===== src/rtl/spi_target.sv =====
// spi_target: SPI mode-0 target giving an external controller read/write access to NUM_REGS 8-bit registers.
// Latency: SYNC_STAGES+1 wb_clk_i cycles from a pad SCK edge to the internal action (write, strobe, MISO update).
// Backpressure: none; the controller paces the link and wb_clk_i must run at least 4x SCK.
// Optional feature: define SPI_TARGET_AUTOINC_EN for burst access with address auto-increment.
module spi_target #(
   parameter int NUM_REGS    = 8,
   parameter int SYNC_STAGES = 2
) (
   input  logic                         wb_clk_i,
   input  logic                         wb_rst_i,
   input  logic                         sck_i,
   input  logic                         csb_i,
   input  logic                         mosi_i,
   output logic                         miso_o,
   output logic                         miso_oeb_o,
   output logic [8*NUM_REGS-1:0]        regs_o,
   output logic                         wr_stb_o,
   output logic [$clog2(NUM_REGS)-1:0]  wr_addr_o,
   output logic                         frame_err_o
);

   localparam int AW = $clog2(NUM_REGS);

   typedef enum logic [1:0] {S_IDLE, S_CMD, S_DATA, S_DONE} state_t;

   state_t                 r_state;
   state_t                 w_state_nxt;
   logic [SYNC_STAGES-1:0] r_sck_sync;
   logic [SYNC_STAGES-1:0] r_csb_sync;
   logic [SYNC_STAGES-1:0] r_mosi_sync;
   logic                   r_sck_prev;
   logic                   r_csb_prev;
   logic                   r_armed;
   logic [2:0]             r_bitcnt;
   logic [6:0]             r_shift;
   logic [7:0]             r_tx;
   logic                   r_wr;
   logic [6:0]             r_addr;
   logic [7:0]             r_regs [NUM_REGS];
   logic                   r_wr_stb;
   logic [AW-1:0]          r_wr_addr;
   logic                   r_frame_err;

   logic          w_sck, w_csb, w_mosi;
   logic          w_sck_rise, w_sck_fall, w_cs_act, w_cs_end;
   logic          w_in_frame, w_shift_rise, w_byte_done;
   logic [7:0]    w_byte;
   logic          w_cmd_ok, w_addr_ok;
   logic [AW-1:0] w_cmd_idx, w_idx;

   assign w_sck        = r_sck_sync[SYNC_STAGES-1];
   assign w_csb        = r_csb_sync[SYNC_STAGES-1];
   assign w_mosi       = r_mosi_sync[SYNC_STAGES-1];
   assign w_sck_rise   = w_sck & ~r_sck_prev;
   assign w_sck_fall   = ~w_sck & r_sck_prev;
   assign w_cs_act     = ~w_csb;
   assign w_cs_end     = w_csb & ~r_csb_prev;
   assign w_in_frame   = (r_state != S_IDLE);
   assign w_shift_rise = w_sck_rise & w_in_frame;
   assign w_byte       = {r_shift, w_mosi};
   assign w_byte_done  = w_shift_rise && (r_bitcnt == 3'd7);
   // Any address bit at or above AW set makes the access invalid.
   assign w_cmd_ok     = ((w_byte[6:0] >> AW) == 7'd0);
   assign w_addr_ok    = ((r_addr >> AW) == 7'd0);
   assign w_cmd_idx    = w_byte[AW-1:0];
   assign w_idx        = r_addr[AW-1:0];

`ifdef SPI_TARGET_AUTOINC_EN
   logic [AW-1:0] w_idx_inc;
   assign w_idx_inc = w_idx + AW'(1);
`endif

   // Pad synchronizers and edge history. CSB resets to "selected" so a frame
   // already in progress at reset release shows no edge; r_armed waits for CSB high.
   always_ff @(posedge wb_clk_i) begin
      if (wb_rst_i) begin
         r_sck_sync  <= '0;
         r_csb_sync  <= '0;
         r_mosi_sync <= '0;
         r_sck_prev  <= 1'b0;
         r_csb_prev  <= 1'b0;
         r_armed     <= 1'b0;
      end else begin
         r_sck_sync  <= {r_sck_sync[SYNC_STAGES-2:0], sck_i};
         r_csb_sync  <= {r_csb_sync[SYNC_STAGES-2:0], csb_i};
         r_mosi_sync <= {r_mosi_sync[SYNC_STAGES-2:0], mosi_i};
         r_sck_prev  <= w_sck;
         r_csb_prev  <= w_csb;
         if (w_csb) r_armed <= 1'b1;
      end
   end

   // Frame state register.
   always_ff @(posedge wb_clk_i) begin
      if (wb_rst_i) r_state <= S_IDLE;
      else          r_state <= w_state_nxt;
   end

   // Next-state decode; end of chip-select always wins, after the byte in flight completes.
   always_comb begin
      w_state_nxt = r_state;
      case (r_state)
         S_IDLE: if (w_cs_act && r_armed) w_state_nxt = S_CMD;
         S_CMD:  if (w_byte_done) w_state_nxt = S_DATA;
`ifdef SPI_TARGET_AUTOINC_EN
         S_DATA: if (w_byte_done) w_state_nxt = S_DATA;
`else
         S_DATA: if (w_byte_done) w_state_nxt = S_DONE;
`endif
         default: w_state_nxt = r_state;
      endcase
      if (w_cs_end) w_state_nxt = S_IDLE;
   end

   // Shifting, command latch, register writes, MISO shifter and status pulses.
   always_ff @(posedge wb_clk_i) begin
      if (wb_rst_i) begin
         r_bitcnt    <= 3'd0;
         r_shift     <= 7'd0;
         r_tx        <= 8'h00;
         r_wr        <= 1'b0;
         r_addr      <= 7'd0;
         r_wr_stb    <= 1'b0;
         r_wr_addr   <= '0;
         r_frame_err <= 1'b0;
         for (int k = 0; k < NUM_REGS; k++) r_regs[k] <= 8'h00;
      end else begin
         r_wr_stb    <= 1'b0;
         r_frame_err <= 1'b0;
         if (w_shift_rise) begin
            r_shift  <= w_byte[6:0];
            r_bitcnt <= r_bitcnt + 3'd1;
         end
         // Bit 7 is presented at byte start, so the fall that precedes the first
         // rise of a byte (counter still 0) must not shift.
         if (r_state == S_DATA && !r_wr && w_sck_fall && r_bitcnt != 3'd0)
            r_tx <= {r_tx[6:0], 1'b0};
         if (w_byte_done && r_state == S_CMD) begin
            r_wr   <= w_byte[7];
            r_addr <= w_byte[6:0];
            r_tx   <= w_cmd_ok ? r_regs[w_cmd_idx] : 8'h00;
         end
         if (w_byte_done && r_state == S_DATA) begin
            if (r_wr && w_addr_ok) begin
               r_regs[w_idx] <= w_byte;
               r_wr_stb      <= 1'b1;
               r_wr_addr     <= w_idx;
            end
`ifdef SPI_TARGET_AUTOINC_EN
            r_addr[AW-1:0] <= w_idx_inc;
            r_tx           <= w_addr_ok ? r_regs[w_idx_inc] : 8'h00;
`endif
         end
         if (w_cs_end) begin
            r_bitcnt    <= 3'd0;
            r_frame_err <= w_in_frame && (r_bitcnt != 3'd0) && !w_byte_done;
         end
      end
   end

   genvar g;
   for (g = 0; g < NUM_REGS; g++) begin : g_flat
      assign regs_o[8*g +: 8] = r_regs[g];
   end

   assign miso_oeb_o  = !(r_state == S_DATA && !r_wr);
   assign miso_o      = miso_oeb_o ? 1'b0 : r_tx[7];
   assign wr_stb_o    = r_wr_stb;
   assign wr_addr_o   = r_wr_addr;
   assign frame_err_o = r_frame_err;

endmodule

===== config.mk =====
export PLATFORM = sky130hd
export DESIGN_NAME = spi_target
export DESIGN_NICKNAME = d
export VERILOG_FILES = /design/src/rtl/spi_target.sv
export SDC_FILE = /design/constraint.sdc
export NUM_CORES = 1
export LEC_CHECK = 0
export BUFFER_PORTS_ARGS = -buffer_cell sky130_fd_sc_hd__buf_4
export CORE_UTILIZATION = 36
export CTS_BUF_LIST = sky130_fd_sc_hd__clkbuf_8
export DETAILED_ROUTE_END_ITERATION = 8
export GPL_TIMING_DRIVEN = 0
export SYNTH_ARGS = -nofsm -noshare
export SYNTH_HDL_FRONTEND = slang
export SYNTH_SLANG_ARGS = --single-unit

===== constraint.sdc =====
create_clock -name wb_clk_i -period 5.62 [get_ports wb_clk_i]
set_input_delay 0.281 -clock wb_clk_i [delete_from_list [all_inputs] [get_ports wb_clk_i]]
set_output_delay 0.281 -clock wb_clk_i [all_outputs]
set_load 0.05 [all_outputs]

==> results.ini, run 1 <==
[sta]
drv_slew=0
setup_viol=0
fmax_ghz=0.3808
finalCritPeriodShare_pct=46.73
fin_setup_tns_ns=0
setup_ws_ns=2.994
finalHoldViolCount=0
rsz0062_at_grt=false
clock_skew_ns=0.01610
slew-limit-headroom_pct=64.48
worst_pin_slew_ns=0.5328
period_needed_ns=2.626

[drt]
wl_um=11550
via_per_inst=4.913
ant_nets=0
drt-pass1-iter-count=4
vias=3115
avgRoutedWirePerCell_um=18.21
drc=0
drt-initial-drc-count=143

[logic_synthesis]
synth-simple-area-share_pct=19.64
yosys.area.top_type=edfxtp_1
synth_cell_type_count=41
synth-warning-count=0
ys_ff_latch=106
muxShareOfSynthArea_pct=12.04
syn_area_per_cell_um2=12.91
synth_edf_count=64
netlist.area_leader.share_pct=40.11
yosys-top-cells-area=edfxtp_1, dfxtp_1, and2_1, mux4_2, mux2i_1
synth_top_family_by_area=simple AND/OR/NAND/NOR gates
mappedNetlistArea_um2=4791
synthFlopType=edfxtp_1
synth_compound_area_share_pct=4.544
synth_adder_area_share_pct=2.089
syn_nets=384
ys_seq_area_share_pct=57.67
syn-instance-count=371
async_reset_ff_share_pct=0
synthXorXnorAreaFrac_pct=0.1828

[placed_design]
dp_slack_ns=2.996
hpwl_um=8079
place_congestion=0.7775
dp_cells=618
port_buffers=75
dpl_cell_area_um2=5569

[cts]
cts_sinks=106
clk_latency_ns=0.39
post_cts_buffers=0
cts_max_level=3
clk_pin_slew_ns=0.10
tritoncts=built
ctsHoldBuffers=0
clockBufferDepth=2
root_buffer=clkbuf_8
numCtsBuffers=9
cts_resized=0

[hold_path]
hp-class=in2reg

[grt]
antenna_found_initial=0
grt_remaining_overflow=0
grt_pass1_vias=3254
grt_max_degree=19
grt_usage_pct=17.68
grt_pass1_wl_um=18310

[worst_setup_path]
worstSetupStartpointType=flop
cpMaxStageDelayCell=nor3_4
crit_arrival_ns=2.67
crit_required_ns=5.66
worstPathMaxFanout=9
slowest_delay_ns=0.47
worst-setup-path-type=reg2reg
worstPathCellList=inv_1, ha_1, and4bb_1, buf_6, nand3_4, nor3_4, or2_1
setup.worst_path.end_class=flop

[finish]
design_area_um2=5772
nFillCells=1194
final_cells=634
diodes=0
area_growth_pct=20.48
fin_util_pct=45.19
nNetsFinal=470
drive_gt1_share_pct=26.41

[floorplanning]
die_h_um=117.4
core.rowCount=41
coreArea_um2=12770
die_area_um2=13770
ios=76
dieWidth_um=117.4
initial_core_util_pct=37.51

[pwr]
power_density_nw_per_um2=261.9
ir_drop_uv=158.3
p_leak_nw=2.188

[run_status]
run_status=finished clean

[flow_run]
maxCapViolations=0

-- placed cells by master (no fill, tap or decap), types with 8 or more instances in the layout --
cell and count:
and2_1 65, nor2_1 23, inv_1 15, or2_1 8, a21oi_1 10, dfxtp_1 42
edfxtp_1 64, ha_1 8, nor2b_1 10, nand2_1 21, clkbuf_8 10, mux4_2 9
buf_4 75, clkbuf_1 13, mux2i_1 19
-- registers in the layout, indices dropped and copies added, names as in the netlist --
name and count:
r_armed 1, r_bitcnt 3, wr_stb_o 1, r_shift 7, r_tx 8, r_state 2, r_sck_sync 2, r_addr 7
wr_addr_o 3, r_mosi_sync 2, r_csb_sync 2, r_regs 64, frame_err_o 1, r_sck_prev 1, r_csb_prev 1, r_wr 1
-- cell type report --
| type | instances | area, um^2 | area share (%) |
|---|---|---|---|
| multi-input cells | 228 | 1844 | 31.95 |
| well taps | 172 | 215.2 | 3.729 |
| flip-flops and latches | 106 | 2763 | 47.86 |
| inverters | 14 | 52.55 | 0.9105 |
| plain buffers | 23 | 131.4 | 2.276 |
| clock buffers | 10 | 137.6 | 2.385 |
| repair buffers | 75 | 563.0 | 9.755 |
| clock inverters | 6 | 65.06 | 1.127 |
-- kinds of logic (layout without fill, tap and decap cells) --
group                      count (synthesis)  after routing
AOI/OAI and AO/OA                         29             29
xor gates and xnor gates                   1              1
adders and majority gates                  8              8
buffers and inverters                     37            128
DFF                                      106            106
muxes                                     35             35
and+or+nand+nor                          155            155
-- Yosys cell counts, types with 2 or more instances --
| cell type | count |
|---|---|
| a211oi_1 | 7 |
| a21oi_1 | 10 |
| a2bb2oi_1 | 6 |
| and2_1 | 65 |
| buf_2 | 5 |
| buf_6 | 3 |
| clkbuf_1 | 13 |
| dfxtp_1 | 42 |
| edfxtp_1 | 64 |
| ha_1 | 8 |
| inv_1 | 14 |
| mux2i_1 | 19 |
| mux4_1 | 7 |
| mux4_2 | 9 |
| nand2_1 | 21 |
| nand2b_1 | 2 |
| nand3_1 | 7 |
| nor2_1 | 23 |
| nor2_2 | 4 |
| nor2b_1 | 10 |
| nor3_4 | 4 |
| nor4_1 | 2 |
| or2_1 | 8 |
-- through the flow --
| stage | power, W | hold slack, ns |
|---|---|---|
| 2_1_floorplan | 0.0009880 | 0.3967 |
| 3_3_place_gp | 0.001037 | 0.4187 |
| 3_5_place_dp | 0.001039 | 0.4240 |
| 4_1_cts | 0.001519 | 0.1003 |
| 5_1_grt | 0.001558 | 0.1068 |
| 6_report | 0.001512 | 0.1042 |
-- path summary, 6_finish.rpt --
check	start	to	slack, ns	cells after the start
max reg2reg	r_state[0]	r_regs[1][6]	2.99	7
min reg2reg	r_csb_prev	frame_err_o	0.43	1
max	r_state[0]	r_regs[1][6]	2.99	7
min	sck_i	r_sck_sync[0]	0.10	2
-- layer usage --
layer | up-vias | wire length, um | GRT usage [%]
li1 | 1485 | - | -
met1 | 1536 | 5238 | 23.39
met2 | 81 | 5591 | 28.88
met3 | 13 | 546 | 3.453
met4 | 0 | 171 | 6.006
met5 | - | 0 | 0
-- critical path: cells and delay by family, from the launching register on --
family | cells | cell delay [ns]
adders and majority gates | 1 | 0.24
DFF | 1 | 0.42
and+or+nand+nor | 4 | 1.40
buffers and inverters | 2 | 0.24
-- report_power, final --
part | internal [W] | switching, W | total (W)
Combinational | 0.0000521 | 0.000111 | 0.000163
Sequential | 0.000842 | 0.0000138 | 0.000856
Clock | 0.000220 | 0.000273 | 0.000493
Total | 0.00111 | 0.000397 | 0.00151
Note: power is estimated with default switching activity, not from simulation.
==> inputs of run 2 (changes only) <==
clock period = 2.4 ns   (was 5.62 ns; I/O delays follow)
==> results.ini, run 2 (synthesis results as in run 1) <==
[run_status]
run_status=finished clean

[worst_setup_path]
rr_worst_depth=7
worstSetupStartpointType=flop
crit_arrival_ns=2.40
crit_required_ns=2.51
r2r-end=r_regs[2][5]
reg2reg_from=r_state[0]
crit_start=r_state[0]
worstPathMaxFanout=9
worst-setup-path-type=reg2reg
worstPathCellList=inv_1, ha_1, and4bb_1, buf_6, nand3_4, nor3_4, or2_4
slowest_delay_ns=0.42
cpMaxStageDelayCell=dfxtp_1
reg2reg_slack_ns=0.10
setup.worst_path.end_class=flop

[sta]
finalCritPeriodShare_pct=95.74
fmax_ghz=0.4352
rsz0062_at_grt=false
slew-limit-headroom_pct=62.06
clock_skew_ns=0.01535
finalHoldViolCount=0
setup_viol=0
worst_pin_slew_ns=0.5691
drv_slew=0
period_needed_ns=2.298
setup_ws_ns=0.1021

[cts]
clk_latency_ns=0.39
root_buffer=clkbuf_8
numCtsBuffers=9
clk_pin_slew_ns=0.10
clockBufferDepth=2
cts_sinks=106
tritoncts=built
cts_max_level=3

[hold_path]
worstHoldStart=wb_rst_i
min_path_cells=3
min_to=r_csb_sync[1]
hp-class=in2reg

[pwr]
ir_drop_uv=370.2
power.total_w=0.003558
p_leak_nw=2.275
power_density_nw_per_um2=599.8

[drt]
drc=0
vias=3164
drt-initial-drc-count=135
wl_um=11670
via_per_inst=4.875
ant_nets=0
drt-pass1-iter-count=4
avgRoutedWirePerCell_um=17.98

[finish]
regMostFlops=r_regs
diodes=0
drive_gt1_share_pct=29.77
nNetsFinal=485
design_area_um2=5932
area_growth_pct=23.82
largest_reg_flops=64
layout_common_cells=buf_4, and2_1, edfxtp_1
final_common_cell=buf_4
final_cells=649
top_regs=r_regs (64), r_tx (8)

[floorplanning]
die_h_um=117.4
initial_core_util_pct=37.51
ios=76
dieWidth_um=117.4
core.rowCount=41
die_area_um2=13770
coreArea_um2=12770

[grt]
antenna_found_initial=0
grt_remaining_overflow=0
grt_pass1_vias=3273
grt_max_degree=19
grt_pass1_wl_um=18350
grt_usage_pct=17.73

[placed_design]
dp_slack_ns=-0.2240
port_buffers=75
place_congestion=0.7775
hpwl_um=8079
dpl_cell_area_um2=5569
dp_cells=618

[flow_run]
maxCapViolations=0

==> run 2: worst max path at each step <==
stage | endpoint | cells after the start | slack (ns)
after floorplan | r_regs[0][0] | 7 | 0.32
after global placement | r_regs[7][4] | 7 | -0.25
after detailed placement | r_regs[7][1] | 7 | -0.22
after CTS | r_regs[3][5] | 7 | 0.02
after global routing | r_regs[2][6] | 7 | 0.0003
final | r_regs[2][5] | 7 | 0.10
==> run 2: layout make-up <==
cell class | instances | area (um^2)
Clock inverter | 6 | 65.06
Multi-Input combinational cell | 228 | 1884
Fill cell | 1183 | 6842
Clock buffer | 10 | 137.6
Timing Repair Buffer | 90 | 683.2
Buffer | 23 | 131.4
Sequential cell | 106 | 2763
Tap cell | 172 | 215.2
Inverter | 14 | 52.55
==> run 2: what timing repair did <==
item / in CTS / in global routing
gates resized for setup: 13 / 0
pin swaps: 0 / 6
setup endpoints to repair: 64 / 56
setup buffers: 0 / 12
hold buffers: 3 / 0
hold endpoints to repair: 3 / 0
==> run 2: critical path, delay by kind of cell (launching register included) <==
kind | cells | cell delay, ns
and+or+nand+nor | 4 | 1.13
DFF | 1 | 0.42
buffers and inverters | 2 | 0.24
adders and majority gates | 1 | 0.24
==> run 2: per-layer routing <==
| metal | up-vias | global-route usage (%) | wire, um |
|---|---|---|---|
| met1 | 1570 | 23.30 | 5225 |
| met2 | 74 | 29.18 | 5686 |
| met4 | 0 | 6.006 | 172 |
| met5 | - | 0 | 0 |
| li1 | 1507 | - | - |
| met3 | 13 | 3.453 | 588 |
==> run 2: metrics by stage <==
step / setup TNS (ns) / utilization, % / hold WS (ns)
final: 0 / 46.44 / 0.2429
after global routing: 0 / 46.44 / 0.2794
after CTS: 0 / 45.73 / 0.2406
after detailed placement: -10.62 / 43.60 / 0.3393
after global placement: -10.30 / 43.60 / 0.3402
after floorplan: 0 / - / 0.2482
==> run 2: where the power goes <==
| part | leakage (nW) | total, W | switching, W | internal, W |
|---|---|---|---|---|
| Clock | 0.108 | 0.00116 | 0.000646 | 0.000516 |
| Combinational | 1.17 | 0.000392 | 0.000261 | 0.000131 |
| Sequential | 1.00 | 0.00200 | 0.0000324 | 0.00197 |
==> inputs of run 3 (changes only) <==
CORE_ASPECT_RATIO = 0.6   (was default)
==> results.ini, run 3 (synthesis results as in run 1) <==
[run_status]
run_status=finished clean

[sta]
period_needed_ns=2.293
drv_slew=0
clock_skew_ns=0.01453
slew-limit-headroom_pct=61.76
worst_pin_slew_ns=0.5736
finalCritPeriodShare_pct=95.54
fmax_ghz=0.4361
finalHoldViolCount=0
setup_viol=0
rsz0062_at_grt=false

[pwr]
power_density_nw_per_um2=590.8
ir_drop_uv=261.5
p_comb_share_pct=11.5
pwr-share-clk_pct=30.5
power.total_w=0.003464
seq_power_share_pct=58.0
p_leak_nw=2.228
switching_power_w=0.0009655
internal_power_w=0.002498
sw_frac_of_total_pct=27.87

[grt]
grt_pass1_vias=3094
grt_remaining_overflow=0
use_met1_pct=28.16
grt_usage_pct=18.51
antenna_found_initial=0
met3_usage_pct=4.171
top_usage_layer=met1
grt_max_degree=20
grt_pass1_wl_um=18330
met2_usage_pct=26.38

[hold_path]
hp-class=in2reg
min_path_cells=3

[drt]
wl_um=12130
via_per_inst=5.002
vias=3201
drt-initial-drc-count=300
avgRoutedWirePerCell_um=18.96
drc=0
drt-pass1-iter-count=4
ant_nets=0

[worst_setup_path]
worstSetupStartpointType=flop
worstPathMaxFanout=9
worst-setup-path-type=reg2reg
setup.worst_path.end_class=flop
crit_arrival_ns=2.38
crit_required_ns=2.48
rr_worst_depth=7

[placed_design]
hpwl_um=8663
port_buffers=75
place_congestion=0.8302
dpl_cell_area_um2=5567
dp_cells=616

[floorplanning]
die_area_um2=13790
core.rowCount=32
ios=76
coreArea_um2=12890
dieWidth_um=150.9
die_h_um=91.36
initial_core_util_pct=37.16

[cts]
clockBufferDepth=2
clk_latency_ns=0.38
clk_pin_slew_ns=0.10
tritoncts=built
numCtsBuffers=9
root_buffer=clkbuf_8
cts_max_level=3
cts_sinks=106

[finish]
drive_gt1_share_pct=28.72
design_area_um2=5863
largest_reg_flops=64
fin_util_pct=45.48
nNetsFinal=478
diodes=0
layout_common_cells=buf_4, and2_1, edfxtp_1
nFillCells=1214
final_cells=640
regMostFlops=r_regs
final_common_cell=buf_4
top_regs=r_regs (64), r_tx (8)
area_growth_pct=22.38

[flow_run]
maxCapViolations=0

run 3: critical path, stage by stage, from the launching register on:
cell,delay (ns)
dfxtp_1,0.44
inv_1,0.09
ha_1,0.26
and4bb_1,0.29
buf_6,0.16
nand4_4,0.20
nor2_4,0.30
or2_4,0.26
run 3: path summary, 6_finish.rpt:
| kind | startpoint | to | slack, ns |
|---|---|---|---|
| max | r_state[0] | r_regs[4][6] | 0.11 |
| min | wb_rst_i | r_csb_sync[1] | 0.25 |
| max reg2reg | r_state[0] | r_regs[4][6] | 0.11 |
| min reg2reg | r_csb_prev | frame_err_o | 0.43 |
run 3: what timing repair did:
| item | in CTS | in global routing |
|---|---|---|
| endpoints found under the setup margin | 64 | 16 |
| buffers inserted | 2 | 3 |
| pin swaps | 3 | 2 |
| resized for setup | 13 | 0 |
| endpoints found under the hold margin | 3 | 0 |
| hold buffers | 3 | 0 |
run 3: routing by layer:
metal  vias to the layer above  share of wire (%)
met5                         -                  0
met3                         8                6.1
li1                       1501                  -
met2                        94                 42
met4                         0               0.90
met1                      1598                 51
run 3: per-stage QoR:
| step | hold slack, ns | TNS (ns) | setup WS (ns) |
|---|---|---|---|
| floorplan | 0.2482 | 0 | 0.3156 |
| global placement | 0.3458 | -11.05 | -0.3179 |
| detailed placement | 0.3465 | -15.45 | -0.3721 |
| CTS | 0.2458 | -0.004330 | -0.004330 |
| global route | 0.2763 | 0 | 0.009232 |
| finish | 0.2533 | 0 | 0.1071 |
run 3: final cells by class:
cell class                      count  area, um^2  area share, %
Clock inverter                      7       58.81          1.003
Buffer                             23       131.4          2.241
Clock buffer                        9       123.9          2.113
Sequential cell                   106        2763          47.12
Inverter                           14       52.55         0.8963
Multi-Input combinational cell    228        1891          32.24
Timing Repair Buffer               83       630.6          10.76
Tap cell                          170       212.7          3.628
run 3: power groups by stage:
stage / clock, W / combinational [W] / sequential (W)
global placement: 0 / 0.000383 / 0.00205
CTS: 0.00107 / 0.000401 / 0.00201
global route: 0.00114 / 0.000420 / 0.00201
detailed placement: 0 / 0.000389 / 0.00205
floorplan: 0 / 0.000139 / 0.00217
finish: 0.00106 / 0.000398 / 0.00201
